### src/rtl/group_serial_subtractor_pkg.sv
// Shared types and default sizes for the group-serial subtractor.
package group_serial_subtractor_pkg;

   // Default operand width and slice width (shared with the group-prefix adder).
   localparam int DEF_INPUTSIZE = 32;
   localparam int DEF_GROUPSIZE = 4;

   // FSM states; encodings kept identical to the legacy GSS_* values.
   typedef enum logic [1:0] {
      GSS_IDLE = 2'd0,
      GSS_SUB  = 2'd1,
      GSS_NEG  = 2'd2,
      GSS_DONE = 2'd3
   } gss_state_t;

endpackage : group_serial_subtractor_pkg

### src/rtl/group_serial_subtractor_slice.sv
// One GROUPSIZE-bit borrow-ripple slice: d = a - b - bin, bout = borrow out.
module group_borrow_slice #(
   parameter int Groupsize = 4
) (
   input  logic [Groupsize-1:0] a,
   input  logic [Groupsize-1:0] b,
   input  logic                 bin,
   output logic [Groupsize-1:0] d,
   output logic                 bout
);

   logic [Groupsize:0] full;

   // Extend by one bit so the wrap-around of the slice subtraction lands in the borrow bit.
   always_comb begin
      full = {1'b0, a} - {1'b0, b} - {{Groupsize{1'b0}}, bin};
      d    = full[Groupsize-1:0];
      bout = full[Groupsize];
   end

endmodule : group_borrow_slice

### src/rtl/group_serial_subtractor.sv
// Multi-cycle unsigned subtractor: A - B - bin one slice per cycle, sign-magnitude result.
module group_serial_subtractor
   import group_serial_subtractor_pkg::*;
#(
   parameter int INPUTSIZE = DEF_INPUTSIZE,
   parameter int GROUPSIZE = DEF_GROUPSIZE
) (
   input  logic                 clk,
   input  logic                 rst_n,
   input  logic                 in_valid,
   output logic                 in_ready,
   input  logic [INPUTSIZE-1:0] a,
   input  logic [INPUTSIZE-1:0] b,
   input  logic                 bin,
   output logic                 out_valid,
   input  logic                 out_ready,
   output logic                 diff_sign,
   output logic [INPUTSIZE:0]   diff_mag
);

   localparam int NGROUPS = INPUTSIZE / GROUPSIZE;
   localparam int GW      = (NGROUPS > 1) ? $clog2(NGROUPS) : 1;
   localparam logic [GW-1:0]      LAST_GRP = GW'(NGROUPS - 1);
   localparam logic [INPUTSIZE:0] MAG_FULL = {1'b1, {INPUTSIZE{1'b0}}};

   generate
      if (INPUTSIZE % GROUPSIZE != 0) begin : g_size_check
         $fatal(1, "group_serial_subtractor: INPUTSIZE must be a multiple of GROUPSIZE");
      end
   endgenerate

   gss_state_t state, state_next;

   logic [INPUTSIZE-1:0]           a_reg;
   logic [INPUTSIZE-1:0]           b_reg;
   logic [INPUTSIZE-1:0]           raw;
   logic [INPUTSIZE+GROUPSIZE-1:0] raw_cat;
   logic                           borrow_reg;
   logic [GW-1:0]                  grp;
   logic [GROUPSIZE-1:0]           slice_d;
   logic                           slice_bout;
   logic                           accept;

   // Operands shift right one slice per cycle, so the single slice always sees
   // group grp in the low bits; raw fills from the top and is complete after NGROUPS shifts.
   group_borrow_slice #(.Groupsize(GROUPSIZE)) u_slice (
      .a    (a_reg[GROUPSIZE-1:0]),
      .b    (b_reg[GROUPSIZE-1:0]),
      .bin  (borrow_reg),
      .d    (slice_d),
      .bout (slice_bout)
   );

   assign raw_cat   = {slice_d, raw};
   assign accept    = in_valid && in_ready;
   // Gated by rst_n so the block never advertises readiness while held in reset.
   assign in_ready  = rst_n && (state == GSS_IDLE);
   assign out_valid = (state == GSS_DONE);

   // State register.
   always_ff @(posedge clk or negedge rst_n) begin
      if (!rst_n) state <= GSS_IDLE;
      else        state <= state_next;
   end

   // Next-state logic: accept, NGROUPS slice cycles, one sign fix-up cycle, hold until retired.
   always_comb begin
      state_next = state;
      case (state)
         GSS_IDLE: if (accept)          state_next = GSS_SUB;
         GSS_SUB:  if (grp == LAST_GRP) state_next = GSS_NEG;
         GSS_NEG:                       state_next = GSS_DONE;
         GSS_DONE: if (out_ready)       state_next = GSS_IDLE;
         default:                       state_next = GSS_IDLE;
      endcase
   end

   // Datapath: operand capture, slice ripple, and sign-magnitude conversion.
   always_ff @(posedge clk or negedge rst_n) begin
      if (!rst_n) begin
         a_reg      <= '0;
         b_reg      <= '0;
         raw        <= '0;
         borrow_reg <= 1'b0;
         grp        <= '0;
         diff_sign  <= 1'b0;
         diff_mag   <= '0;
      end else begin
         case (state)
            GSS_IDLE: begin
               if (accept) begin
                  a_reg      <= a;
                  b_reg      <= b;
                  borrow_reg <= bin;
                  grp        <= '0;
               end
            end
            GSS_SUB: begin
               a_reg      <= a_reg >> GROUPSIZE;
               b_reg      <= b_reg >> GROUPSIZE;
               raw        <= raw_cat[INPUTSIZE+GROUPSIZE-1:GROUPSIZE];
               borrow_reg <= slice_bout;
               grp        <= grp + 1'b1;
            end
            GSS_NEG: begin
               if (borrow_reg) begin
                  diff_sign <= 1'b1;
                  diff_mag  <= MAG_FULL - {1'b0, raw};
               end else begin
                  diff_sign <= 1'b0;
                  diff_mag  <= {1'b0, raw};
               end
            end
            default: ;
         endcase
      end
   end

endmodule : group_serial_subtractor
### config.mk
export PLATFORM = sky130hd
export DESIGN_NAME = group_serial_subtractor
export DESIGN_NICKNAME = d
export VERILOG_FILES = /design/src/rtl/group_serial_subtractor_pkg.sv /design/src/rtl/group_serial_subtractor_slice.sv /design/src/rtl/group_serial_subtractor.sv
export SDC_FILE = /design/constraint.sdc
export NUM_CORES = 1
export LEC_CHECK = 0
export ABC_AREA = 1
export CELL_PAD_IN_SITES_DETAIL_PLACEMENT = 1
export CELL_PAD_IN_SITES_GLOBAL_PLACEMENT = 1
export CORE_MARGIN = 3
export CORE_UTILIZATION = 36
export CTS_CLUSTER_DIAMETER = 80
export CTS_CLUSTER_SIZE = 12
export DETAILED_ROUTE_END_ITERATION = 16
export PLACE_DENSITY = 0.76
export SLEW_MARGIN = 20
export SYNTH_ARGS = -nofsm -noshare
export SYNTH_HDL_FRONTEND = slang
export SYNTH_HIERARCHICAL = 1
export SYNTH_SLANG_ARGS = --single-unit
### constraint.sdc
create_clock -name clk -period 1.9 [get_ports clk]
set_input_delay 0.38 -clock clk [delete_from_list [all_inputs] [get_ports clk]]
set_output_delay 0.38 -clock clk [all_outputs]
set_load 0.05 [all_outputs]
Yosys cells after proc, flatten, opt, wreduce, memory -nomap -nowiden
Cells that the tools add are included.
Word-level totals
  flip-flop bits (word level): 136
  input port bits: 69
  output and inout bits: 36
  logic and storage cells: 39
Operators by class
  reduce and logical (&&, ||, !) cells: 6
  equal/unequal tests: 7
  $add $sub $neg: 4
  muxes and demuxes: 14
Operators with widths (number)
  32-bit one-hot mux with 2 select lines: 2
  32-bit two-way mux: 2
  33-bit two-way mux: 1
  33-bit by 32-bit subtractor with 33-bit output (first input constant): 1
  2-bit one-hot mux with 4 select lines: 1
  2-bit two-way mux: 3
  3-bit one-hot mux with 2 select lines: 1
  4-bit by 4-bit subtractor with 5-bit output: 1
  5-bit by 1-bit subtractor with 5-bit output: 1
  2-bit equality test (second input constant): 2
  2-bit inequality test (second input constant): 2
  3-bit by 1-bit adder with 3-bit output (second input constant): 1
  3-bit equality test (second input constant): 1
  3-bit two-way mux: 1
  3-bit AND reduction: 1
  2-bit by 1-bit equality test with 1-bit output (second input constant): 1
  1-bit logical AND: 2
  2-bit zero test: 1
  1-bit two-way mux: 2
  2-bit by 1-bit inequality test with 1-bit output (second input constant): 1
  1-bit one-hot mux with 2 select lines: 1
  2-bit AND reduction: 1
  2-bit nonzero test: 1

Depth between registers and ports, before layout
  depth after elaboration: 5
  mapped depth: 11
  gate-level depth less buffers: 11

By module
Netlist, hierarchy kept.
By module, submodules not included
  group_serial_subtractor: cells each 838, sequential area each 3403.3 um2, area an instance 6556.3 um2, times used 1
  group_borrow_slice: cells each 35, sequential area each 0.0 um2, area an instance 230.2 um2, times used 1

Worst setup path after synthesis
Ideal clock, no wire load.
  path kind: reg-to-reg
  start: register a_reg[0]
  end: register borrow_reg
  buffers on the path: 0
  arrival: 1.699 ns
  period minus slack after synthesis: 1.781 ns
  cell stages (with the launch flop): 10
  slack: 0.119 ns
  library setup time: 0.082 ns
  data required time: 1.818 ns
  path through: dfrtp_1 > fa_1 > fa_1 > inv_1 > nand2_1 > nand2_1 > nand3b_1 > nand2_1 > nand2_1 > a31oi_1
On the way
  cells in the longest elaborated chain, start to end: 3
RTL lines
  start: declaration: RTL line group_serial_subtractor.sv:34  | logic [INPUTSIZE-1:0] a_reg;
  start signal: assignment: RTL line group_serial_subtractor.sv:99  | a_reg <= a_reg >> GROUPSIZE;
  4-bit by 4-bit subtractor with 5-bit output: RTL line group_serial_subtractor_slice.sv:16  | full = {1'b0, a} - {1'b0, b} - {{Groupsize{1'b0}}, bin};
  5-bit by 1-bit subtractor with 5-bit output: RTL line group_serial_subtractor_slice.sv:16
  named net slice_bout: RTL line group_serial_subtractor.sv:41  | logic slice_bout;
  1-bit one-hot mux with 2 select lines: RTL line group_serial_subtractor.sv:89  | case (state)
  end signal: assignment: RTL line group_serial_subtractor.sv:94  | borrow_reg <= bin;
  end signal: assignment: RTL line group_serial_subtractor.sv:102  | borrow_reg <= slice_bout;
  end: declaration: RTL line group_serial_subtractor.sv:38  | logic borrow_reg;
The timed path passes the listed nets, and every way through them passes these cells.
A chain may end at the register's enable or synchronous reset.

Worst setup path after layout
  start: register a_reg[0]
  end: register raw[31]
On the way
  cells in the longest elaborated chain, start to end: 2
RTL lines
  4-bit by 4-bit subtractor with 5-bit output: RTL line group_serial_subtractor_slice.sv:16
  5-bit by 1-bit subtractor with 5-bit output: RTL line group_serial_subtractor_slice.sv:16
  named net slice_d[3]: RTL line group_serial_subtractor.sv:40  | logic [GROUPSIZE-1:0] slice_d;
  end signal: assignment: RTL line group_serial_subtractor.sv:101  | raw <= raw_cat[INPUTSIZE+GROUPSIZE-1:GROUPSIZE];
  end: declaration: RTL line group_serial_subtractor.sv:36  | logic [INPUTSIZE-1:0] raw;
The timed path passes the listed nets, and every way through them passes these cells.

==> flow_metrics.env <==
export IMPL_outcome="complete, no violations"
export IMPL_grt_overflow_total=0
export IMPL_skew_ns=0.00689
export IMPL_cts_buffers=17
export IMPL_netlist_instances=873
export IMPL_layoutNonFillerInstCount=1210
export IMPL_final_cell_mix="nand2_1, dfrtp_1, nor2_1"
export IMPL_layout_drive_gt1_share_pct=10.5
export IMPL_grt_use_total_pct=18.5
export IMPL_drc=0
export IMPL_synth_edf_count=0
export IMPL_fin_crit_ns=1.79
export IMPL_synthFlopType="dfrtp_1"
export IMPL_crit_fanout=2
export IMPL_finalPower_mw=18.4
export IMPL_yosysTopAreaCellShare_pct=50.1
export IMPL_synth_area_top_cells="dfrtp_1, nand2_1, nor2_1"
export IMPL_ir_worst_vdd_mv=0.836
export IMPL_maxCapViolations=0
export IMPL_gp_congestion=0.810
export IMPL_viasPerCell=4.97
export IMPL_ys_seq_elements=136
export IMPL_worst_pin_slew_ns=0.756
export IMPL_endpoint_kind="flop"
export IMPL_cts_tree="yes"
export IMPL_antenna_cells=0
export IMPL_async_flop_share_pct=100
export IMPL_core_area_mm2=0.0183
export IMPL_num_rows=49
export IMPL_grt_pass1_wl_um=30300
export IMPL_syn_area_mm2=0.00679
export IMPL_routed_wl_um=18400
export IMPL_path_clk_slew_ns=0.06
export IMPL_worstHoldPathType="input pin to asynchronous set/reset pin"
export IMPL_fmax_mhz=557
export IMPL_power_leakage_nw=4.10
export IMPL_postSynthAreaPerCell_um2=7.77
export IMPL_cp_arrival_ns=2.08
export IMPL_die_w_um=143
export IMPL_initialDrtViolationCount=281
export IMPL_startpoint_type="flop"
export IMPL_rsz0062_at_grt="yes"
export IMPL_path_class="flop to flop"
export IMPL_cts_sinks=136
export IMPL_areaGrowthSynthToFinish_pct=28.4
export IMPL_required_ns=2.18
export IMPL_period_share_pct=94.5
export IMPL_wl_per_cell_um=15.2
export IMPL_initial_core_util_pct=37.1
export IMPL_slew_violations=0
export IMPL_cts_htree_levels=4
export IMPL_dp_hpwl_um=12400
export IMPL_yosysWarnings=6
export IMPL_worstSkewPairLatency_ns=0.43
export IMPL_largest_reg_flops=33
export IMPL_slew_headroom_pct=49.6
export IMPL_nets=1054
export IMPL_dieArea_mm2=0.0205
export IMPL_synthDistinctLibCells=28
export IMPL_synth_sequential_area_ratio_pct=50.1
export IMPL_dr_pass1_iters=4
export IMPL_finalHoldViolCount=0
export IMPL_clk_path_buf_depth=2
export IMPL_die_h_um=143
export IMPL_grt_max_degree=137
export IMPL_synth_fp_nets=958
export IMPL_port_buffers=104
export IMPL_antenna_left=0
export IMPL_setup_viol_count_final=0
export IMPL_antenna_found_initial=1
export IMPL_cts_root_buf="clkbuf_16"
export IMPL_grt_pass1_vias=6110
export IMPL_yosys_area_top_type="dfrtp_1"
export IMPL_power_density_mw_per_mm2=2120
export IMPL_largest_register="diff_mag"
export IMPL_final_common_cell="nand2_1"
export IMPL_place_inst=1178
export IMPL_vias=6016
export IMPL_ios=105
cell usage after synthesis (all sizes together), types with 10 or more instances:
library cell and instances:
dfrtp 136, a31oi 58, buf 28, nand2 292
nor2 107, clkbuf 17, inv 67, xor2 10
ha 14, o21ai 65, nand3 61
path summary, 6_finish.rpt:
| path | cells past startpoint | slack, ns | start | endpoint |
|---|---|---|---|---|
| worst min register to register | 2 | 0.48 | diff_sign | diff_sign |
| worst max register to register | 9 | 0.11 | a_reg[0] | raw[31] |
| worst min-delay path | 2 | 0.09 | rst_n | diff_mag[5] |
| min in group clk | 2 | 0.48 | diff_sign | diff_sign |
| worst max-delay path | 9 | 0.11 | a_reg[0] | raw[31] |
| max in group asynchronous | 2 | 1.25 | rst_n | state[1] |
stage by stage:
step	cell area (um^2)	worst slack [ns]	TNS (ns)	hold slack (ns)	util [%]
after floorplan	6790	0.119	0	0.0844	-
after global placement	8060	0.0486	0	0.458	44.1
after detailed placement	8060	0.000298	0	0.468	44.1
after CTS	8690	0.0229	0	0.138	47.6
after global routing	8710	-0.0299	-0.0299	0.154	47.7
final	8710	0.105	0	0.0900	47.7
final cells by class:
cell class,instances,area (um^2)
Clock inverter,12,175
Sequential cell,136,3400
Inverter,68,256
Fill cell,2221,9560
Tap cell,229,287
Timing Repair Buffer,122,1200
Multi-Input combinational cell,624,2940
Clock buffer,19,453
cell families after synthesis:
| family | Yosys count | synth area share (%) |
|---|---|---|
| fa+ha+maj | 16 | 3.17 |
| compound gates | 130 | 10.9 |
| xor+xnor | 10 | 1.29 |
| flops | 136 | 50.1 |
| buf+inv | 113 | 6.95 |
| simple gates | 468 | 27.5 |
per-layer routing:
metal / global-route usage, % / vias to the layer above / part of all wire, %
li1: - / 2999 / -
met1: 23.4 / 2886 / 45
met2: 31.1 / 105 / 48
met3: 5.62 / 24 / 5.1
met4: 5.05 / 2 / 1.2
met5: 0 / - / 0.049
worst max-delay path, stage by stage (launching register included):
cell     delay (ns)
dfrtp_1        0.40
fa_2           0.58
inv_1          0.05
ha_1           0.18
o21ai_2        0.13
nand2_1        0.07
nand2_1        0.06
nand2_1        0.05
nand2_1        0.05
o21ai_0        0.08
power breakdown:
group          switching, mW  internal (mW)  total [mW]
Clock                   1.29           2.25        3.55
Combinational           6.42           3.30        9.71
Sequential             0.904           4.28        5.18
timing repair:
action | CTS | global route
pin swaps | 0 | 2
setup buffers | 0 | 1
hold buffers | 0 | 0
gates resized for setup | 1 | 6
endpoints found under the setup margin | 1 | 10
hold endpoints to repair | 0 | 0
Power figures use the tool's default switching activity.
